File: src/rtl/uart_memory_pkg.sv
// rtl/uart_memory_pkg.sv - Shared opcodes, packet lengths, FSM states and packet byte selection.
package uart_memory_pkg;

  localparam logic [7:0] OP_READ   = 8'h52;
  localparam logic [7:0] OP_WRITE  = 8'h57;
  localparam logic [7:0] ACK_BYTE  = 8'hA5;
  localparam logic [3:0] READ_LEN  = 4'd5;
  localparam logic [3:0] WRITE_LEN = 4'd13;

  localparam logic [1:0] ST_IDLE     = 2'd0;
  localparam logic [1:0] ST_TX_CMD   = 2'd1;
  localparam logic [1:0] ST_RX_DATA  = 2'd2;
  localparam logic [1:0] ST_WAIT_ACK = 2'd3;

  // Byte idx of the outgoing packet; every field goes out LSB byte first.
  function automatic logic [7:0] pkt_byte(input logic [3:0] idx, input logic wr,
                                          input logic [31:0] a, input logic [31:0] w,
                                          input logic [31:0] m);
    logic [7:0] b;
    case (idx)
      4'd0:    b = wr ? OP_WRITE : OP_READ;
      4'd1:    b = a[7:0];
      4'd2:    b = a[15:8];
      4'd3:    b = a[23:16];
      4'd4:    b = a[31:24];
      4'd5:    b = w[7:0];
      4'd6:    b = w[15:8];
      4'd7:    b = w[23:16];
      4'd8:    b = w[31:24];
      4'd9:    b = m[7:0];
      4'd10:   b = m[15:8];
      4'd11:   b = m[23:16];
      4'd12:   b = m[31:24];
      default: b = 8'h00;
    endcase
    return b;
  endfunction

endpackage

File: src/rtl/uart_memory_if.sv
// rtl/uart_memory_if.sv - Command/response bus between a requester and uart_memory.
interface uart_memory_if;
  logic        cmd_start;
  logic        cmd_write;
  logic        cmd_ready;
  logic [31:0] addr;
  logic [31:0] wdata;
  logic [31:0] wmask;
  logic [31:0] rdata;
  logic        rdata_valid;

  modport master (output cmd_start, cmd_write, addr, wdata, wmask,
                  input  cmd_ready, rdata, rdata_valid);
  modport slave  (input  cmd_start, cmd_write, addr, wdata, wmask,
                  output cmd_ready, rdata, rdata_valid);
endinterface

File: src/rtl/uart_memory_phy.sv
// rtl/uart_memory_phy.sv - Byte-level 8N1 UART transmitter and receiver.
module uart_memory_phy #(
  parameter int CLKS_PER_BIT = 868
) (
  input  logic       clk,
  input  logic       rst,
  input  logic       tx_start,
  input  logic [7:0] tx_data,
  output logic       tx_busy,
  output logic       tx_done,
  output logic       uart_tx,
  input  logic       uart_rx,
  output logic [7:0] rx_byte,
  output logic       rx_byte_valid
);

  localparam logic [15:0] FULL = 16'(CLKS_PER_BIT - 1);
  localparam logic [15:0] HALF = 16'(CLKS_PER_BIT / 2 - 1);

  localparam logic [1:0] RX_IDLE  = 2'd0;
  localparam logic [1:0] RX_START = 2'd1;
  localparam logic [1:0] RX_BITS  = 2'd2;
  localparam logic [1:0] RX_STOP  = 2'd3;

  logic        tx_busy_q, tx_busy_d;
  logic [9:0]  tx_sh_q, tx_sh_d;
  logic [15:0] tx_cnt_q, tx_cnt_d;
  logic [3:0]  tx_bit_q, tx_bit_d;
  logic        tx_last;

  logic        rx_s1_q, rx_s2_q, rx_prev_q;
  logic [1:0]  rx_st_q, rx_st_d;
  logic [15:0] rx_cnt_q, rx_cnt_d;
  logic [2:0]  rx_bit_q, rx_bit_d;
  logic [7:0]  rx_sh_q, rx_sh_d;
  logic        rx_valid_q, rx_valid_d;

  // A new start accepted in the final stop-bit cycle keeps bytes gapless.
  assign tx_last = tx_busy_q && (tx_cnt_q == FULL) && (tx_bit_q == 4'd9);

  always_comb begin
    tx_busy_d = tx_busy_q;
    tx_sh_d   = tx_sh_q;
    tx_cnt_d  = tx_cnt_q;
    tx_bit_d  = tx_bit_q;
    if (tx_start && (!tx_busy_q || tx_last)) begin
      tx_busy_d = 1'b1;
      tx_sh_d   = {1'b1, tx_data, 1'b0};
      tx_cnt_d  = '0;
      tx_bit_d  = '0;
    end else if (tx_last) begin
      tx_busy_d = 1'b0;
    end else if (tx_busy_q) begin
      if (tx_cnt_q == FULL) begin
        tx_cnt_d = '0;
        tx_bit_d = tx_bit_q + 4'd1;
        tx_sh_d  = {1'b1, tx_sh_q[9:1]};
      end else begin
        tx_cnt_d = tx_cnt_q + 16'd1;
      end
    end
  end

  always_comb begin
    rx_st_d    = rx_st_q;
    rx_cnt_d   = rx_cnt_q;
    rx_bit_d   = rx_bit_q;
    rx_sh_d    = rx_sh_q;
    rx_valid_d = 1'b0;
    case (rx_st_q)
      RX_IDLE: if (rx_prev_q && !rx_s2_q) begin
        rx_st_d  = RX_START;
        rx_cnt_d = '0;
      end
      RX_START: if (rx_cnt_q == HALF) begin
        rx_cnt_d = '0;
        rx_bit_d = '0;
        rx_st_d  = rx_s2_q ? RX_IDLE : RX_BITS;
      end else begin
        rx_cnt_d = rx_cnt_q + 16'd1;
      end
      RX_BITS: if (rx_cnt_q == FULL) begin
        rx_cnt_d = '0;
        rx_sh_d  = {rx_s2_q, rx_sh_q[7:1]};
        if (rx_bit_q == 3'd7) rx_st_d = RX_STOP;
        else                  rx_bit_d = rx_bit_q + 3'd1;
      end else begin
        rx_cnt_d = rx_cnt_q + 16'd1;
      end
      default: if (rx_cnt_q == FULL) begin
        rx_st_d    = RX_IDLE;
        rx_valid_d = rx_s2_q;
      end else begin
        rx_cnt_d = rx_cnt_q + 16'd1;
      end
    endcase
  end

  always_ff @(posedge clk or posedge rst) begin
    if (rst) begin
      tx_busy_q  <= 1'b0;
      tx_sh_q    <= '1;
      tx_cnt_q   <= '0;
      tx_bit_q   <= '0;
      rx_s1_q    <= 1'b1;
      rx_s2_q    <= 1'b1;
      rx_prev_q  <= 1'b1;
      rx_st_q    <= RX_IDLE;
      rx_cnt_q   <= '0;
      rx_bit_q   <= '0;
      rx_sh_q    <= '0;
      rx_valid_q <= 1'b0;
    end else begin
      tx_busy_q  <= tx_busy_d;
      tx_sh_q    <= tx_sh_d;
      tx_cnt_q   <= tx_cnt_d;
      tx_bit_q   <= tx_bit_d;
      rx_s1_q    <= uart_rx;
      rx_s2_q    <= rx_s1_q;
      rx_prev_q  <= rx_s2_q;
      rx_st_q    <= rx_st_d;
      rx_cnt_q   <= rx_cnt_d;
      rx_bit_q   <= rx_bit_d;
      rx_sh_q    <= rx_sh_d;
      rx_valid_q <= rx_valid_d;
    end
  end

  assign tx_busy       = tx_busy_q;
  assign tx_done       = tx_last;
  assign uart_tx       = tx_busy_q ? tx_sh_q[0] : 1'b1;
  assign rx_byte       = rx_sh_q;
  assign rx_byte_valid = rx_valid_q;

endmodule

File: src/rtl/uart_memory.sv
// rtl/uart_memory.sv - Memory read/write commands tunnelled to a host over UART.
// Define UART_MEMORY_WRITE_ACK_EN to hold writes until the host returns an ack byte.
module uart_memory
  import uart_memory_pkg::*;
#(
  parameter int CLKS_PER_BIT = 868
) (
  input  logic          clk,
  input  logic          rst,
  uart_memory_if.slave  bus,
  input  logic          uart_rx,
  output logic          uart_tx
);

  logic [1:0]  state_q, state_d;
  logic        wr_q, wr_d;
  logic [31:0] addr_q, addr_d, wdata_q, wdata_d, wmask_q, wmask_d;
  logic [3:0]  idx_q, idx_d;
  logic [1:0]  rx_cnt_q, rx_cnt_d;
  logic [31:0] sh_q, sh_d, rdata_q, rdata_d;
  logic        rdata_valid_q, rdata_valid_d;

  logic        tx_start, tx_busy, tx_done, rx_byte_valid;
  logic [7:0]  tx_data, rx_byte;
  logic [3:0]  pkt_len;

  uart_memory_phy #(.CLKS_PER_BIT(CLKS_PER_BIT)) u_phy (
    .clk           (clk),
    .rst           (rst),
    .tx_start      (tx_start),
    .tx_data       (tx_data),
    .tx_busy       (tx_busy),
    .tx_done       (tx_done),
    .uart_tx       (uart_tx),
    .uart_rx       (uart_rx),
    .rx_byte       (rx_byte),
    .rx_byte_valid (rx_byte_valid)
  );

  assign pkt_len = wr_q ? WRITE_LEN : READ_LEN;
  assign tx_data = pkt_byte(idx_q, wr_q, addr_q, wdata_q, wmask_q);

  always_comb begin
    state_d       = state_q;
    wr_d          = wr_q;
    addr_d        = addr_q;
    wdata_d       = wdata_q;
    wmask_d       = wmask_q;
    idx_d         = idx_q;
    rx_cnt_d      = rx_cnt_q;
    sh_d          = sh_q;
    rdata_d       = rdata_q;
    rdata_valid_d = rdata_valid_q;
    tx_start      = 1'b0;
    case (state_q)
      ST_IDLE: if (bus.cmd_start) begin
        wr_d          = bus.cmd_write;
        addr_d        = bus.addr;
        wdata_d       = bus.wdata;
        wmask_d       = bus.wmask;
        idx_d         = '0;
        rdata_valid_d = 1'b0;
        state_d       = ST_TX_CMD;
      end
      ST_TX_CMD: begin
        if ((idx_q != pkt_len) && (!tx_busy || tx_done)) begin
          tx_start = 1'b1;
          idx_d    = idx_q + 4'd1;
        end else if (tx_done) begin
          if (wr_q) begin
`ifdef UART_MEMORY_WRITE_ACK_EN
            state_d = ST_WAIT_ACK;
`else
            state_d = ST_IDLE;
`endif
          end else begin
            rx_cnt_d = '0;
            state_d  = ST_RX_DATA;
          end
        end
      end
      ST_RX_DATA: if (rx_byte_valid) begin
        sh_d = {rx_byte, sh_q[31:8]};
        if (rx_cnt_q == 2'd3) begin
          rdata_d       = {rx_byte, sh_q[31:8]};
          rdata_valid_d = 1'b1;
          state_d       = ST_IDLE;
        end else begin
          rx_cnt_d = rx_cnt_q + 2'd1;
        end
      end
`ifdef UART_MEMORY_WRITE_ACK_EN
      ST_WAIT_ACK: if (rx_byte_valid && (rx_byte == ACK_BYTE)) state_d = ST_IDLE;
`endif
      default: state_d = ST_IDLE;
    endcase
  end

  always_ff @(posedge clk or posedge rst) begin
    if (rst) begin
      state_q       <= ST_IDLE;
      wr_q          <= 1'b0;
      addr_q        <= '0;
      wdata_q       <= '0;
      wmask_q       <= '0;
      idx_q         <= '0;
      rx_cnt_q      <= '0;
      sh_q          <= '0;
      rdata_q       <= '0;
      rdata_valid_q <= 1'b0;
    end else begin
      state_q       <= state_d;
      wr_q          <= wr_d;
      addr_q        <= addr_d;
      wdata_q       <= wdata_d;
      wmask_q       <= wmask_d;
      idx_q         <= idx_d;
      rx_cnt_q      <= rx_cnt_d;
      sh_q          <= sh_d;
      rdata_q       <= rdata_d;
      rdata_valid_q <= rdata_valid_d;
    end
  end

  assign bus.cmd_ready   = (state_q == ST_IDLE);
  assign bus.rdata       = rdata_q;
  assign bus.rdata_valid = rdata_valid_q;

endmodule

File: src/flat_wrapper.sv
// flat-port wrapper written by rule: the top's interface ports become plain ports
module uart_memory_flat import uart_memory_pkg::*;
#(
  parameter int CLKS_PER_BIT = 868
)
  (clk, rst, uart_rx, uart_tx, bus_cmd_start, bus_cmd_write, bus_addr, bus_wdata, bus_wmask, bus_cmd_ready, bus_rdata, bus_rdata_valid);
  uart_memory_if bus_i ();
  input  logic clk;
  input  logic rst;
  input  logic uart_rx;
  output logic uart_tx;
  input wire logic [$bits(bus_i.cmd_start)-1:0] bus_cmd_start;
  input wire logic [$bits(bus_i.cmd_write)-1:0] bus_cmd_write;
  input wire logic [$bits(bus_i.addr)-1:0] bus_addr;
  input wire logic [$bits(bus_i.wdata)-1:0] bus_wdata;
  input wire logic [$bits(bus_i.wmask)-1:0] bus_wmask;
  output wire logic [$bits(bus_i.cmd_ready)-1:0] bus_cmd_ready;
  output wire logic [$bits(bus_i.rdata)-1:0] bus_rdata;
  output wire logic [$bits(bus_i.rdata_valid)-1:0] bus_rdata_valid;
  assign bus_i.cmd_start = bus_cmd_start;
  assign bus_i.cmd_write = bus_cmd_write;
  assign bus_i.addr = bus_addr;
  assign bus_i.wdata = bus_wdata;
  assign bus_i.wmask = bus_wmask;
  assign bus_cmd_ready = bus_i.cmd_ready;
  assign bus_rdata = bus_i.rdata;
  assign bus_rdata_valid = bus_i.rdata_valid;
  uart_memory #(.CLKS_PER_BIT(CLKS_PER_BIT)) u_core (.clk(clk), .rst(rst), .bus(bus_i), .uart_rx(uart_rx), .uart_tx(uart_tx));
endmodule
File: config.mk
export PLATFORM = sky130hd
export DESIGN_NAME = uart_memory_flat
export DESIGN_NICKNAME = d
export VERILOG_FILES = /design/src/rtl/uart_memory_pkg.sv /design/src/rtl/uart_memory_if.sv /design/src/rtl/uart_memory_phy.sv /design/src/rtl/uart_memory.sv /design/src/flat_wrapper.sv
export SDC_FILE = /design/constraint.sdc
export NUM_CORES = 1
export LEC_CHECK = 0
export BUFFER_PORTS_ARGS = -buffer_cell sky130_fd_sc_hd__buf_2
export CORE_ASPECT_RATIO = 0.8
export CORE_MARGIN = 3
export CORE_UTILIZATION = 35
export DETAILED_ROUTE_END_ITERATION = 7
export GPL_ROUTABILITY_DRIVEN = 0
export PLACE_DENSITY = 0.51
export SLEW_MARGIN = 20
export SYNTH_ARGS = -nofsm -noshare
export SYNTH_HDL_FRONTEND = slang
export SYNTH_SLANG_ARGS = --single-unit
File: constraint.sdc
create_clock -name clk -period 17.6 [get_ports clk]
set_clock_uncertainty 0.2 [all_clocks]
set_input_delay 0.88 -clock clk [delete_from_list [all_inputs] [get_ports clk]]
set_output_delay 0.88 -clock clk [all_outputs]
set_load 0.03 [all_outputs]
==> results.yml <==
outcome:
  status: "finished clean"
logic_synthesis:
  syn_nets: 1145
  syn_area_per_cell_um2: 9.96
  syn_area_um2: 10300
  synthesis.instances: 1032
  synth_compound_area_frac: 0.106
  synth_area_leaders: "dfrtp_1 (52%), nand2_1 (12%), mux2_2 (6.5%)"
  synth-adder-area-share: 0.0146
  ys_top_cells_by_count: "nand2_1 (336), dfrtp_1 (213), mux2_2 (59), clkbuf_1 (39)"
  synth_ff_type: "dfrtp_1"
  ys_types: 70
  synth-edff-count: 0
  yosys.area_share.simple: 0.206
  yosys.cell_count.top_type: "nand2_1"
  synth_top_area_cell: "dfrtp_1"
  synth-xor-area-share: 0.0111
  yosysWarnings: 0
  async_reset_ff_frac: 1.00
  synth_top_family_by_area: "simple AND/OR/NAND/NOR gates"
  synth_seq_cells: 225
  synthMuxAreaShare: 0.0839
  ys_seq_area_frac: 0.549
  yosysTopAreaCellShare: 0.519
critical_path:
  crit_type: "flop to flop"
  cp_top_family: "compound AO/OA/AOI/OAI gates"
  cp_num_buf_inv: 0
  cp_cell_sequence: "ha_1 > nor4bb_1 > nand4_1 > o31ai_4 > o21a_1 > a221o_1"
  worstRegToRegCells: 6
  cpMaxStageDelayCell: "o31ai_4"
  rrSetupSlack_ns: 14.74
  critical_path_arrival_ns: 3.12
  required_ns: 17.86
  max_stage_delay_ns: 0.76
  rr_startpoint: "u_core.u_phy.tx_cnt_q[0]"
  cp-end-kind: "flop"
  cp_max_fo: 18
  r2r_end: "u_core.u_phy.tx_sh_q[2]"
  start_kind: "flop"
hold_path:
  holdPathEnd: "u_core.u_phy.rx_s2_q"
  min_from: "u_core.u_phy.rx_s1_q"
  hp-class: "flop to flop"
  hold_path_depth: 0
sta:
  fin_crit_sh: 0.162
  min_period_ns: 2.86
  worst_pin_slew_ns: 1.08
  clock.fmax_ghz: 0.350
  finalHoldViolCount: 0
  fin_tns_setup_ns: 0
  finalWorstSetupSlack_ns: 14.74
  setup_viol: 0
  rsz0062_at_grt: "no"
  relSlewSlack: 0.278
  slew_violations: 0
global_routing:
  grt_pass1_wl_um: 44000
  grt_pass1_vias: 7758
  grt_overflow_total: 0
  grt_antenna_before_repair: 0
  grt_usage: 0.171
  grt_start_max_net_pins: 148
layout:
  post-route-util: 0.423
  finalNetCount: 1264
  diodes: 0
  area.growth.synth_to_final_pct: 17.7
  drive_gt1_frac: 0.230
  fillers: 2869
flow_run:
  max_cap_violations: 0
cts:
  clk_path_buf_depth: 3
  cts_setup_buffers: 0
  cts_sinks: 225
  cts_hold_buf: 0
  cts_tree: "yes"
  clkTransAtPathRegs_ns: 0.07
  htree_num_levels: 1
  ctsResizeCount: 0
  root_buffer: "clkbuf_16"
  cts_inserted_buffers: 25
  clk_latency_ns: 0.52
route:
  vias: 7928
  drtIter0Drc: 573
  drcViolationCount: 0
  vias_per_cell: 5.15
  drt-pass1-iter-count: 5
  wl_per_cell_um: 17.8
  wirelength_um: 27400
  ant_nets: 0
power_and_ir_drop:
  intPower_uw: 866
  power.leakage_nw: 6.21
  pwr-share-seq: 0.490
  p_sw_uw: 272
  power_density_nw_per_um2: 94.0
  pwr-share-clk: 0.447
  ir_worst_vdd_v: 0.0000604
  comb_power_share: 0.063
  netSwitchingFraction: 0.239
  power.total_mw: 1.14
floorplan:
  die_height_um: 159
  pin_count: 136
  die_w_um: 198
  row_count: 55
  core_area_um2: 28600
  initial_core_util: 0.359
  die_area_um2: 31500
placement:
  post-dp-hpwl_um: 18200
  place_ws_ns: 14.52
  port_buffers: 135
==> final cells by class <==
cell class,instances,area (um2),area share
sequential,225,5650,0.467
multi-input combinational,732,4350,0.359
timing repair buffer,146,762,0.0630
clock buffer,38,724,0.0599
tap,370,463,0.0383
inverter,21,91.3,0.00755
clock inverter,7,65.1,0.00538
==> cell families after synthesis <==
| group | Yosys count |
|---|---|
| mux | 78 |
| compound gates | 151 |
| simple gates | 478 |
| flops | 225 |
| fa+ha+maj | 12 |
| buf+inv | 75 |
| xor+xnor | 13 |
==> per-layer routing <==
metal / share of wire / vias up / GRT usage
li1: - / 3804 / -
met1: 0.53 / 3956 / 0.285
met2: 0.42 / 137 / 0.235
met3: 0.041 / 31 / 0.0248
met4: 0.016 / 0 / 0.0312
met5: 0 / - / 0
==> sequential cells by signal, indices dropped and copies added (netlist names), 2 cells and up <==
name / count
u_core.sh_q: 24
u_core.rx_cnt_q: 2
u_core.wmask_q: 32
u_core.wdata_q: 32
u_core.u_phy.rx_cnt_q: 16
u_core.state_q: 2
u_core.u_phy.tx_sh_q: 9
u_core.u_phy.rx_byte: 8
u_core.addr_q: 32
u_core.u_phy.rx_bit_q: 3
u_core.u_phy.rx_st_q: 2
u_core.u_phy.tx_bit_q: 4
u_core.idx_q: 4
u_core.bus.rdata: 32
u_core.u_phy.tx_cnt_q: 16
==> how the worst max path moves through the flow <==
stage                                         from                 endpoint  cells past startpoint  slack (ns)
after CTS                 u_core.u_phy.tx_cnt_q[0]  u_core.u_phy.tx_sh_q[2]                      6       14.75
after floorplan                                rst         u_core.addr_q[0]                      1       10.38
final                     u_core.u_phy.tx_cnt_q[0]  u_core.u_phy.tx_sh_q[2]                      6       14.74
after global routing      u_core.u_phy.tx_cnt_q[0]  u_core.u_phy.tx_sh_q[2]                      6       14.52
after detailed placement                       rst        u_core.wdata_q[3]                      3       14.52
after global placement                         rst       u_core.wdata_q[19]                      3       14.48
==> cell usage in the layout (no fill, tap or decap), types with 4 or more instances in the layout <==
cell type,count
mux2_2,59
nand2_1,335
nand2b_1,8
nor2_1,28
o21ai_0,23
and3_1,9
mux2i_1,13
nor2b_1,9
ha_1,12
o21ai_1,4
a22oi_1,16
nor3_1,8
and2_1,7
a211o_1,4
a221oi_1,7
o22ai_1,5
and4_1,4
inv_1,18
nand3_1,29
dfstp_2,12
clkbuf_1,8
a222oi_1,4
a31oi_1,16
buf_2,135
a221o_1,6
nand4_1,15
xor2_1,7
clkbuf_16,25
a32o_1,4
xnor2_1,6
clkbuf_8,5
dfrtp_1,213
buf_4,10
mux2_1,6
a22o_1,12
clkinv_2,4
a21oi_1,21
==> through the flow <==
stage / hold WS [ns] / instances / cell area (um2)
floorplan: 0.145 / 1032 / 10300
global route: 0.162 / 1539 / 12100
detailed placement: 0.149 / 1494 / 11300
CTS: 0.159 / 1539 / 12100
global placement: 0.149 / 1494 / 11300
finish: 0.157 / 1539 / 12100
==> power groups by stage <==
stage	Combinational [mW]	Clock, mW	Sequential (mW)
after CTS	0.0727	0.522	0.557
after global routing	0.0837	0.544	0.560
after global placement	0.0712	0	0.566
final	0.0712	0.509	0.557
after floorplan	0.0507	0	0.557
after detailed placement	0.0725	0	0.566
Power figures use the tool's default switching activity.
